File: src/rtl/replica_scheduler.sv
// Scheduler for a chained replica array: runs iter_count opt steps, cycling the opt
// command, then scans the recirculating total-distance chain for the minimum.
module replica_scheduler #(
  parameter int unsigned replica_num = 32,
  parameter int unsigned dist_w      = 32,
  parameter int unsigned com_max     = 3,
  localparam int unsigned idx_w      = (replica_num > 1) ? $clog2(replica_num) : 1
) (
  input  logic              clk,
  input  logic              reset,
  input  logic              start,
  input  logic              abort,
  input  logic [31:0]       iter_count,
  input  logic              step_done,
  output logic              opt_run,
  output logic [1:0]        opt_com,
  output logic              exchange_valid,
  output logic              distance_shift,
  input  logic [dist_w-1:0] distance_rdata,
  output logic [dist_w-1:0] distance_wdata,
  output logic [dist_w-1:0] best_distance,
  output logic [idx_w-1:0]  best_index,
  output logic              busy,
  output logic              done
);

  localparam logic [idx_w-1:0] last_k  = idx_w'(replica_num - 1);
  localparam logic [1:0]       com_top = 2'(com_max);

  typedef enum logic [2:0] {
    S_IDLE,
    S_RUN,
    S_WAIT,
    S_SCAN,
    S_DONE
  } state_t;

  state_t           state;
  state_t           state_next;
  logic [31:0]      iter_target;
  logic [31:0]      iter_cnt;
  logic [31:0]      iter_cnt_inc;
  logic [1:0]       com_idx;
  logic [idx_w-1:0] scan_cnt;
  logic             accept;
  logic             step;
  logic             scan_step;

  logic opt_run_d;
  logic exchange_valid_d;
  logic distance_shift_d;
  logic busy_d;
  logic done_d;

  // The chain only recirculates; it is never rewritten by the scheduler.
  assign distance_wdata = distance_rdata;
  assign opt_com        = com_idx;

  assign iter_cnt_inc = iter_cnt + 32'd1;
  assign accept       = (state == S_IDLE) && start && !abort;
  assign step         = (state == S_WAIT) && step_done && !abort;
  assign scan_step    = (state == S_SCAN) && !abort;

  // State register
  always_ff @(posedge clk) begin
    if (reset) begin
      state <= S_IDLE;
    end else begin
      state <= state_next;
    end
  end

  // Next-state logic; abort outranks every other input outside IDLE
  always_comb begin
    state_next = state;
    unique case (state)
      S_IDLE: begin
        if (start && !abort) begin
          state_next = (iter_count == 32'd0) ? S_SCAN : S_RUN;
        end
      end
      S_RUN:  state_next = S_WAIT;
      S_WAIT: begin
        if (step_done) begin
          state_next = (iter_cnt_inc == iter_target) ? S_SCAN : S_RUN;
        end
      end
      S_SCAN: begin
        if (scan_cnt == last_k) begin
          state_next = S_DONE;
        end
      end
      S_DONE:  state_next = S_IDLE;
      default: state_next = S_IDLE;
    endcase
    if (abort && (state != S_IDLE)) begin
      state_next = S_IDLE;
    end
  end

  // Output decode from the next state so the registered outputs align with the state
  always_comb begin
    opt_run_d        = 1'b0;
    exchange_valid_d = 1'b0;
    distance_shift_d = 1'b0;
    busy_d           = 1'b0;
    done_d           = 1'b0;
    unique case (state_next)
      S_RUN: begin
        opt_run_d        = 1'b1;
        exchange_valid_d = 1'b1;
        busy_d           = 1'b1;
      end
      S_WAIT: begin
        exchange_valid_d = 1'b1;
        busy_d           = 1'b1;
      end
      S_SCAN: begin
        distance_shift_d = 1'b1;
        busy_d           = 1'b1;
      end
      S_DONE: begin
        done_d = 1'b1;
        busy_d = 1'b1;
      end
      default: ;
    endcase
  end

  always_ff @(posedge clk) begin
    if (reset) begin
      opt_run        <= 1'b0;
      exchange_valid <= 1'b0;
      distance_shift <= 1'b0;
      busy           <= 1'b0;
      done           <= 1'b0;
    end else begin
      opt_run        <= opt_run_d;
      exchange_valid <= exchange_valid_d;
      distance_shift <= distance_shift_d;
      busy           <= busy_d;
      done           <= done_d;
    end
  end

  // Iteration/command counters and the minimum search over the scanned chain
  always_ff @(posedge clk) begin
    if (reset) begin
      iter_target   <= 32'd0;
      iter_cnt      <= 32'd0;
      com_idx       <= 2'd0;
      scan_cnt      <= '0;
      best_distance <= '0;
      best_index    <= '0;
    end else begin
      if (accept) begin
        iter_target <= iter_count;
        iter_cnt    <= 32'd0;
        com_idx     <= 2'd0;
      end else if (step) begin
        iter_cnt <= iter_cnt_inc;
        com_idx  <= (com_idx == com_top) ? 2'd0 : com_idx + 2'd1;
      end

      if (scan_step) begin
        scan_cnt <= scan_cnt + idx_w'(1);
        // Sample k belongs to replica replica_num-1-k; ties keep the higher id
        if ((scan_cnt == '0) || (distance_rdata < best_distance)) begin
          best_distance <= distance_rdata;
          best_index    <= last_k - scan_cnt;
        end
      end else begin
        scan_cnt <= '0;
      end
    end
  end

endmodule

File: config.mk
export PLATFORM = sky130hd
export DESIGN_NAME = replica_scheduler
export DESIGN_NICKNAME = d
export VERILOG_FILES = /design/src/rtl/replica_scheduler.sv
export SDC_FILE = /design/constraint.sdc
export NUM_CORES = 1
export LEC_CHECK = 0
export BUFFER_PORTS_ARGS = -buffer_cell sky130_fd_sc_hd__buf_2
export CORE_UTILIZATION = 40
export DETAILED_ROUTE_END_ITERATION = 10
export PLACE_DENSITY = 0.71
export REMOVE_ABC_BUFFERS = 1
export SLEW_MARGIN = 20
export SYNTH_ARGS = -nofsm -noshare
export SYNTH_HDL_FRONTEND = slang
export SYNTH_SLANG_ARGS = --single-unit
File: constraint.sdc
create_clock -name clk -period 3.7 [get_ports clk]
set_clock_uncertainty 0.2 [all_clocks]
set_input_delay 0.37 -clock clk [delete_from_list [all_inputs] [get_ports clk]]
set_output_delay 0.37 -clock clk [all_outputs]
set_load 0.02 [all_outputs]
==> impl_metrics.env, run 1 <==
export IMPL_period_needed_ps=3220
export IMPL_synth_area_leaders="dfxtp_1, ha_1, nand2b_1"
export IMPL_initial_utilization_pct=41.1
export IMPL_fillCellCount=1607
export IMPL_hold_viol=0
export IMPL_syn2layout_area_growth_pct=20.0
export IMPL_drt_total_wl_um=17000
export IMPL_muxShareOfSynthArea_pct=5.79
export IMPL_holdCritStartpoint="iter_count[25]"
export IMPL_yosys_warnings=0
export IMPL_cts_buffers=17
export IMPL_drc=0
export IMPL_antenna_left=0
export IMPL_io_buffers=144
export IMPL_drtIter0Drc=250
export IMPL_outcome="finished, final reports clean"
export IMPL_place_ws_ps=534
export IMPL_synth_ff_type="dfxtp_1"
export IMPL_critPathBufInv=0
export IMPL_cts_tree="yes"
export IMPL_synth_xor_xnor_area_share_pct=8.93
export IMPL_diodes=0
export IMPL_p_sw_mw=0.777
export IMPL_rsz0062_at_grt="no"
export IMPL_yosysTopAreaCell="dfxtp_1"
export IMPL_yosysSeqAreaShare_pct=33.8
export IMPL_max_slew_margin_pct=53.1
export IMPL_dpl_cell_area_um2=7540
export IMPL_fin_setup_tns_ps=0
export IMPL_synth_area_per_cell_um2=8.20
export IMPL_gp_congestion=0.865
export IMPL_ys_ff_latch=116
export IMPL_yosys_cell_count_top_type="dfxtp_1"
export IMPL_p_per_area_nw_per_um2=382
export IMPL_critPathMaxFanout=7
export IMPL_critPathTopFamily="simple AND/OR/NAND/NOR gates"
export IMPL_hold_slack_ps=14.6
export IMPL_startpoint_type="register"
export IMPL_grt_remaining_overflow=0
export IMPL_core_um2=16700
export IMPL_worstHoldPathType="in -> reg"
export IMPL_switching_share_pct=24.7
export IMPL_cp_end_kind="register"
export IMPL_track_usage_pct=19.8
export IMPL_power_internal_mw=2.37
export IMPL_slowest_delay_ps=500
export IMPL_cts_buffer_depth=2
export IMPL_htreeDepth=4
export IMPL_drive_above_1_share_pct=20.3
export IMPL_finalCritPeriodShare_pct=87.0
export IMPL_grt_max_degree=83
export IMPL_first_pass_iters=5
export IMPL_crit_start="iter_cnt[0]"
export IMPL_cpMaxStageDelayCell="a2111oi_0"
export IMPL_place_hpwl_um=12500
export IMPL_antenna_found_initial=0
export IMPL_synth_adder_area_share_pct=6.56
export IMPL_worstPathCellList="ha_1 -> nand4_1 -> nor4_4 -> a31oi_1 -> a2111oi_0 -> nand4_1 -> nor4_1 -> a31oi_1 -> and2_1"
export IMPL_slew_violations=0
export IMPL_vias_per_cell=5.08
export IMPL_synthCells=838
export IMPL_drt_wirelength_per_cell_um=14.4
export IMPL_synth_compound_area_share_pct=10.3
export IMPL_die_area_um2=17700
export IMPL_grt_first_pass_wirelength_um=27400
export IMPL_irDropWorstVdd_v=0.000277
export IMPL_die_x_um=133
export IMPL_power_frac_seq_pct=41.5
export IMPL_synth_edf_count=0
export IMPL_final_cell_area_um2=8240
export IMPL_synth_top_area_share_pct=33.8
export IMPL_final_nets=1057
export IMPL_cts_root_buffer="clkbuf_16"
export IMPL_post_route_util_pct=49.4
export IMPL_worstReg2RegStart="iter_cnt[0]"
export IMPL_combPwrFrac_pct=11.4
export IMPL_synth_common_cells="dfxtp_1, nand2_1, nand2b_1"
export IMPL_cp_arrival_ps=3330
export IMPL_clkSlewWorstSetupHoldPaths_ps=50
export IMPL_insertion_delay_ps=420
export IMPL_fin_ws_ps=481
export IMPL_setup_viol=0
export IMPL_async_reset_ff_share_pct=0
export IMPL_synth_cell_type_count=60
export IMPL_p_clk_share_pct=47.1
export IMPL_leakage_nw=3.30
export IMPL_io_pins=145
export IMPL_fmaxAchievable_mhz=311
export IMPL_tightest_slew_ps=695
export IMPL_drv_cap=0
export IMPL_synth_top_family_by_area="simple AND/OR/NAND/NOR gates"
export IMPL_cts_resized=0
export IMPL_chipHeight_um=133
export IMPL_row_count=47
export IMPL_worstPathRequired_ps=3810
export IMPL_clock_sinks=116
export IMPL_grt_pass1_vias=5552
export IMPL_syn_area_um2=6870
export IMPL_synth_simple_area_share_pct=26.1
export IMPL_critical_path_class="reg -> reg"
export IMPL_dr_total_vias=6005
## timing repair
item / 4_1_cts / 5_1_grt
hold endpoints to repair: 17 / 1
setup buffers: 0 / 0
hold buffers: 17 / 1
## area by class of cell
cell class                 count  area, um^2  share of cell area, %
clock buffer                  22         464                   5.63
clock inverter                 6        57.6                  0.698
inverter                      44         165                   2.00
multi-input combinational    602        3980                   48.3
sequential                   116        2320                   28.2
tap                          220         275                   3.34
timing repair buffer         171         981                   11.9
## final timing paths
kind                           to  slack (ps)  depth (start not counted)
setup reg to reg          opt_run         480                          9
hold / removal    iter_target[25]          10                          3
setup / recovery          opt_run         480                          9
hold reg to reg    iter_target[8]         270                          2
## state kept, by name (all words and copies together) (netlist names)
name / flops
best_distance: 32
best_index: 5
busy: 1
distance_shift: 1
done: 1
exchange_valid: 1
iter_cnt: 32
iter_target: 32
opt_com: 2
opt_run: 1
scan_cnt: 5
state: 3
## worst reg2reg max path, stage by stage, from the launching register on
cell and delay, ps:
dfxtp_1 450, ha_1 310, nand4_1 270, nor4_4 300
a31oi_1 120, a2111oi_0 510, nand4_1 200, nor4_1 290
a31oi_1 250, and2_1 210
## power groups by stage
stage               registers, mW  clock network (mW)  logic, mW
floorplan                    1.33                   0      0.164
global placement             1.33                   0      0.339
detailed placement           1.33                   0      0.341
CTS                          1.31                1.51      0.357
global route                 1.31                1.56      0.394
finish                       1.31                1.48      0.359
## through the flow
| stage | power (mW) | instances |
|---|---|---|
| 2_1_floorplan | 1.50 | 762 |
| 3_3_place_gp | 1.67 | 1135 |
| 3_5_place_dp | 1.67 | 1135 |
| 4_1_cts | 3.17 | 1180 |
| 5_1_grt | 3.26 | 1181 |
| 6_report | 3.15 | 1181 |
## cell usage in the layout, fill, tap and decap left out, types with 17 or more instances in the layout
master         instances
ha_1                  36
nand3_1               20
mux2i_1               33
nor2_1                60
buf_2                144
xor2_1                33
clkbuf_16             17
inv_1                 44
xnor2_1               37
dlygate4sd3_1         18
nand2b_1              70
nand2_1              102
a21oi_1               48
nand4_1               22
dfxtp_1              116
## routing by layer
layer | vias up | share of wire (%) | global-route usage (%)
li1 | 3037 | - | -
met1 | 2777 | 44 | 23.3
met2 | 161 | 49 | 34.1
met3 | 30 | 4.8 | 4.14
met4 | 0 | 3.0 | 9.83
met5 | - | 0 | 0
## cells by family (layout without fill, tap and decap cells)
group / count (synthesis) / in the layout
AND/OR/NAND/NOR: 344 / 344
AO/OA/AOI/OAI: 113 / 113
adder cells (fa/ha/maj): 36 / 36
multiplexers: 39 / 39
XOR/XNOR: 70 / 70
flip-flops: 116 / 116
buffers and inverters: 120 / 243
Note: power is estimated with default switching activity, not from simulation.
==> run 2: changes to the inputs <==
--- a/config.mk
+++ b/config.mk
@@ -7,6 +7,7 @@
 export LEC_CHECK = 0
 export BUFFER_PORTS_ARGS = -buffer_cell sky130_fd_sc_hd__buf_2
 export CORE_UTILIZATION = 40
+export CTS_BUF_LIST = sky130_fd_sc_hd__clkbuf_8
 export DETAILED_ROUTE_END_ITERATION = 10
 export PLACE_DENSITY = 0.71
 export REMOVE_ABC_BUFFERS = 1
==> run 2 against run 1 <==
  * Non-clock buffer count grew 42
  * Setup slack better by 36 ps
  * Via count increased by 2.9%
  * Critical path depth increased by 2
  * Worst hold slack improved by 19 ps
  * Register-to-register slack improved by 50 ps
  * First-iteration DRC count is 1.2% higher
  * Final area grew 2.8%
  * Global-route usage increased by 1.0 points
  * Sequential power hardly changed
  * Sequential cell count stayed put
  * Largest cell class unchanged
==> impl_metrics.env, run 2 (synthesis gave the netlist of run 1 again) <==
export IMPL_outcome="finished, final reports clean"
export IMPL_combPwrFrac_pct=14.5
export IMPL_core_um2=16700
export IMPL_critical_path_class="in -> reg"
export IMPL_p_clk_share_pct=37.7
export IMPL_cpMaxStageDelayCell="dlygate4sd3_1"
export IMPL_top_regs="best_distance: 32 flops, iter_cnt: 32 flops, iter_target: 32 flops"
export IMPL_io_pins=145
export IMPL_drtIter0Drc=253
export IMPL_hold_viol=0
export IMPL_cp_end_kind="register"
export IMPL_row_count=47
export IMPL_final_common_cell="buf_2"
export IMPL_place_hpwl_um=12500
export IMPL_drv_cap=0
export IMPL_grt_pass1_vias=5925
export IMPL_grt_max_degree=83
export IMPL_grt_first_pass_wirelength_um=28800
export IMPL_rsz0062_at_grt="no"
export IMPL_cts_root_buffer="clkbuf_8"
export IMPL_multiInputGateArea_um2=3980
export IMPL_setup_viol=0
export IMPL_power_internal_mw=2.00
export IMPL_place_ws_ps=534
export IMPL_irDropWorstVdd_v=0.000177
export IMPL_fillCellCount=1556
export IMPL_seqCellArea_um2=2320
export IMPL_hold_path_depth=3
export IMPL_post_cts_repair_setup_buffers=0
export IMPL_htreeDepth=4
export IMPL_antenna_left=0
export IMPL_drive_above_1_share_pct=19.4
export IMPL_clock_sinks=116
export IMPL_drc=0
export IMPL_crit_start="distance_rdata[5]"
export IMPL_die_area_um2=17700
export IMPL_drt_total_wl_um=17800
export IMPL_max_slew_margin_pct=53.2
export IMPL_switching_share_pct=26.8
export IMPL_track_usage_pct=20.9
export IMPL_holdCritStartpoint="distance_rdata[2]"
export IMPL_fin_ws_ps=517
export IMPL_leakage_nw=3.40
export IMPL_die_x_um=133
export IMPL_worstReg2RegStart="iter_cnt[0]"
export IMPL_startpoint_type="input pin"
export IMPL_dr_total_vias=6177
export IMPL_grt_remaining_overflow=0
export IMPL_drt_wirelength_per_cell_um=14.6
export IMPL_power_frac_seq_pct=47.8
export IMPL_slew_violations=0
export IMPL_cts_buffers=17
export IMPL_p_sw_mw=0.730
export IMPL_worstPathRequired_ps=3880
export IMPL_r2r_cells=9
export IMPL_power_mw=2.73
export IMPL_worstPathCellList="dlygate4sd3_1 -> buf_2 -> ha_1 -> a2111o_1 -> a31oi_1 -> o21ai_0 -> a21oi_1 -> o311ai_0 -> a21oi_4 -> buf_12 -> mux2i_1"
export IMPL_slowest_delay_ps=530
export IMPL_gp_congestion=0.865
export IMPL_diodes=0
export IMPL_p_per_area_nw_per_um2=322
export IMPL_chipHeight_um=133
export IMPL_tightest_slew_ps=694
export IMPL_first_pass_iters=4
export IMPL_cts_buffer_depth=2
export IMPL_critPathMaxFanout=28
export IMPL_initial_utilization_pct=41.1
export IMPL_layout_common_cells="buf_2, dfxtp_1, nand2_1, nand2b_1"
export IMPL_fmaxAchievable_mhz=314
export IMPL_clkSlewWorstSetupHoldPaths_ps=60
export IMPL_worstHoldPathType="in -> reg"
export IMPL_period_needed_ps=3180
export IMPL_io_buffers=144
export IMPL_antenna_found_initial=0
export IMPL_final_nets=1099
export IMPL_cp_arrival_ps=3360
export IMPL_finalCritPeriodShare_pct=86.0
export IMPL_insertion_delay_ps=460
export IMPL_cts_tree="yes"
export IMPL_vias_per_cell=5.05
export IMPL_syn2layout_area_growth_pct=23.4
[run 2: cell count changes in the layout (fill, tap and decap cells not counted), sizes merged]
cell / previous run / this run
dlygate4sd3: 18 / 60
clkbuf: 22 / 19
inv: 44 / 47
[run 2: worst max-delay path: cells and delay by family]
family	cells	cell delay [ps]
multiplexers	1	220
buffers and inverters	3	940
AO/OA/AOI/OAI	6	1480
adder cells (fa/ha/maj)	1	330
[run 2: worst paths after layout]
kind              slack [ps]          endpoint
setup / recovery         520  best_distance[5]
hold / removal            30  best_distance[2]
setup reg to reg         530           opt_run
hold reg to reg          270    iter_target[8]
[run 2: layout make-up]
cell class	instances	share of cell area, %
Multi-Input combinational cell	602	47.0
Sequential cell	116	27.4
Clock inverter	9	0.812
Timing Repair Buffer	213	16.5
Tap cell	220	3.25
Inverter	44	1.95
Clock buffer	19	3.09
[run 2: power by group through the flow]
| stage | Clock (mW) | Combinational (mW) | Sequential (mW) |
|---|---|---|---|
| after floorplan | 0 | 0.164 | 1.33 |
| after global placement | 0 | 0.339 | 1.33 |
| after detailed placement | 0 | 0.341 | 1.33 |
| after CTS | 1.06 | 0.392 | 1.30 |
| after global routing | 1.11 | 0.433 | 1.31 |
| final | 1.03 | 0.396 | 1.30 |
[run 2: what timing repair did]
item,4_1_cts,5_1_grt
endpoints found under the setup margin,0,0
gates resized for setup,0,0
hold buffers,60,0
hold endpoints to repair,60,0
[run 2: metal layers]
layer | wire length (um) | up-vias | global-route usage, % | share of wire [%]
met5 | 0 | - | 0 | 0
met2 | 8840 | 181 | 36.4 | 50
met1 | 7580 | 2850 | 23.8 | 43
met3 | 850 | 36 | 4.60 | 4.8
li1 | - | 3110 | - | -
met4 | 555 | 0 | 10.8 | 3.1
[run 2: stage by stage]
step	instance area (um^2)	std cells	setup TNS, ps	hold WS (ps)	utilization (%)
2_1_floorplan	6450	762	-39590	239	-
3_3_place_gp	7540	1135	0	257	45.2
3_5_place_dp	7540	1135	0	264	45.2
4_1_cts	8470	1223	0	2.07	50.7
5_1_grt	8470	1223	0	17.6	50.7
6_report	8470	1223	0	33.8	50.7
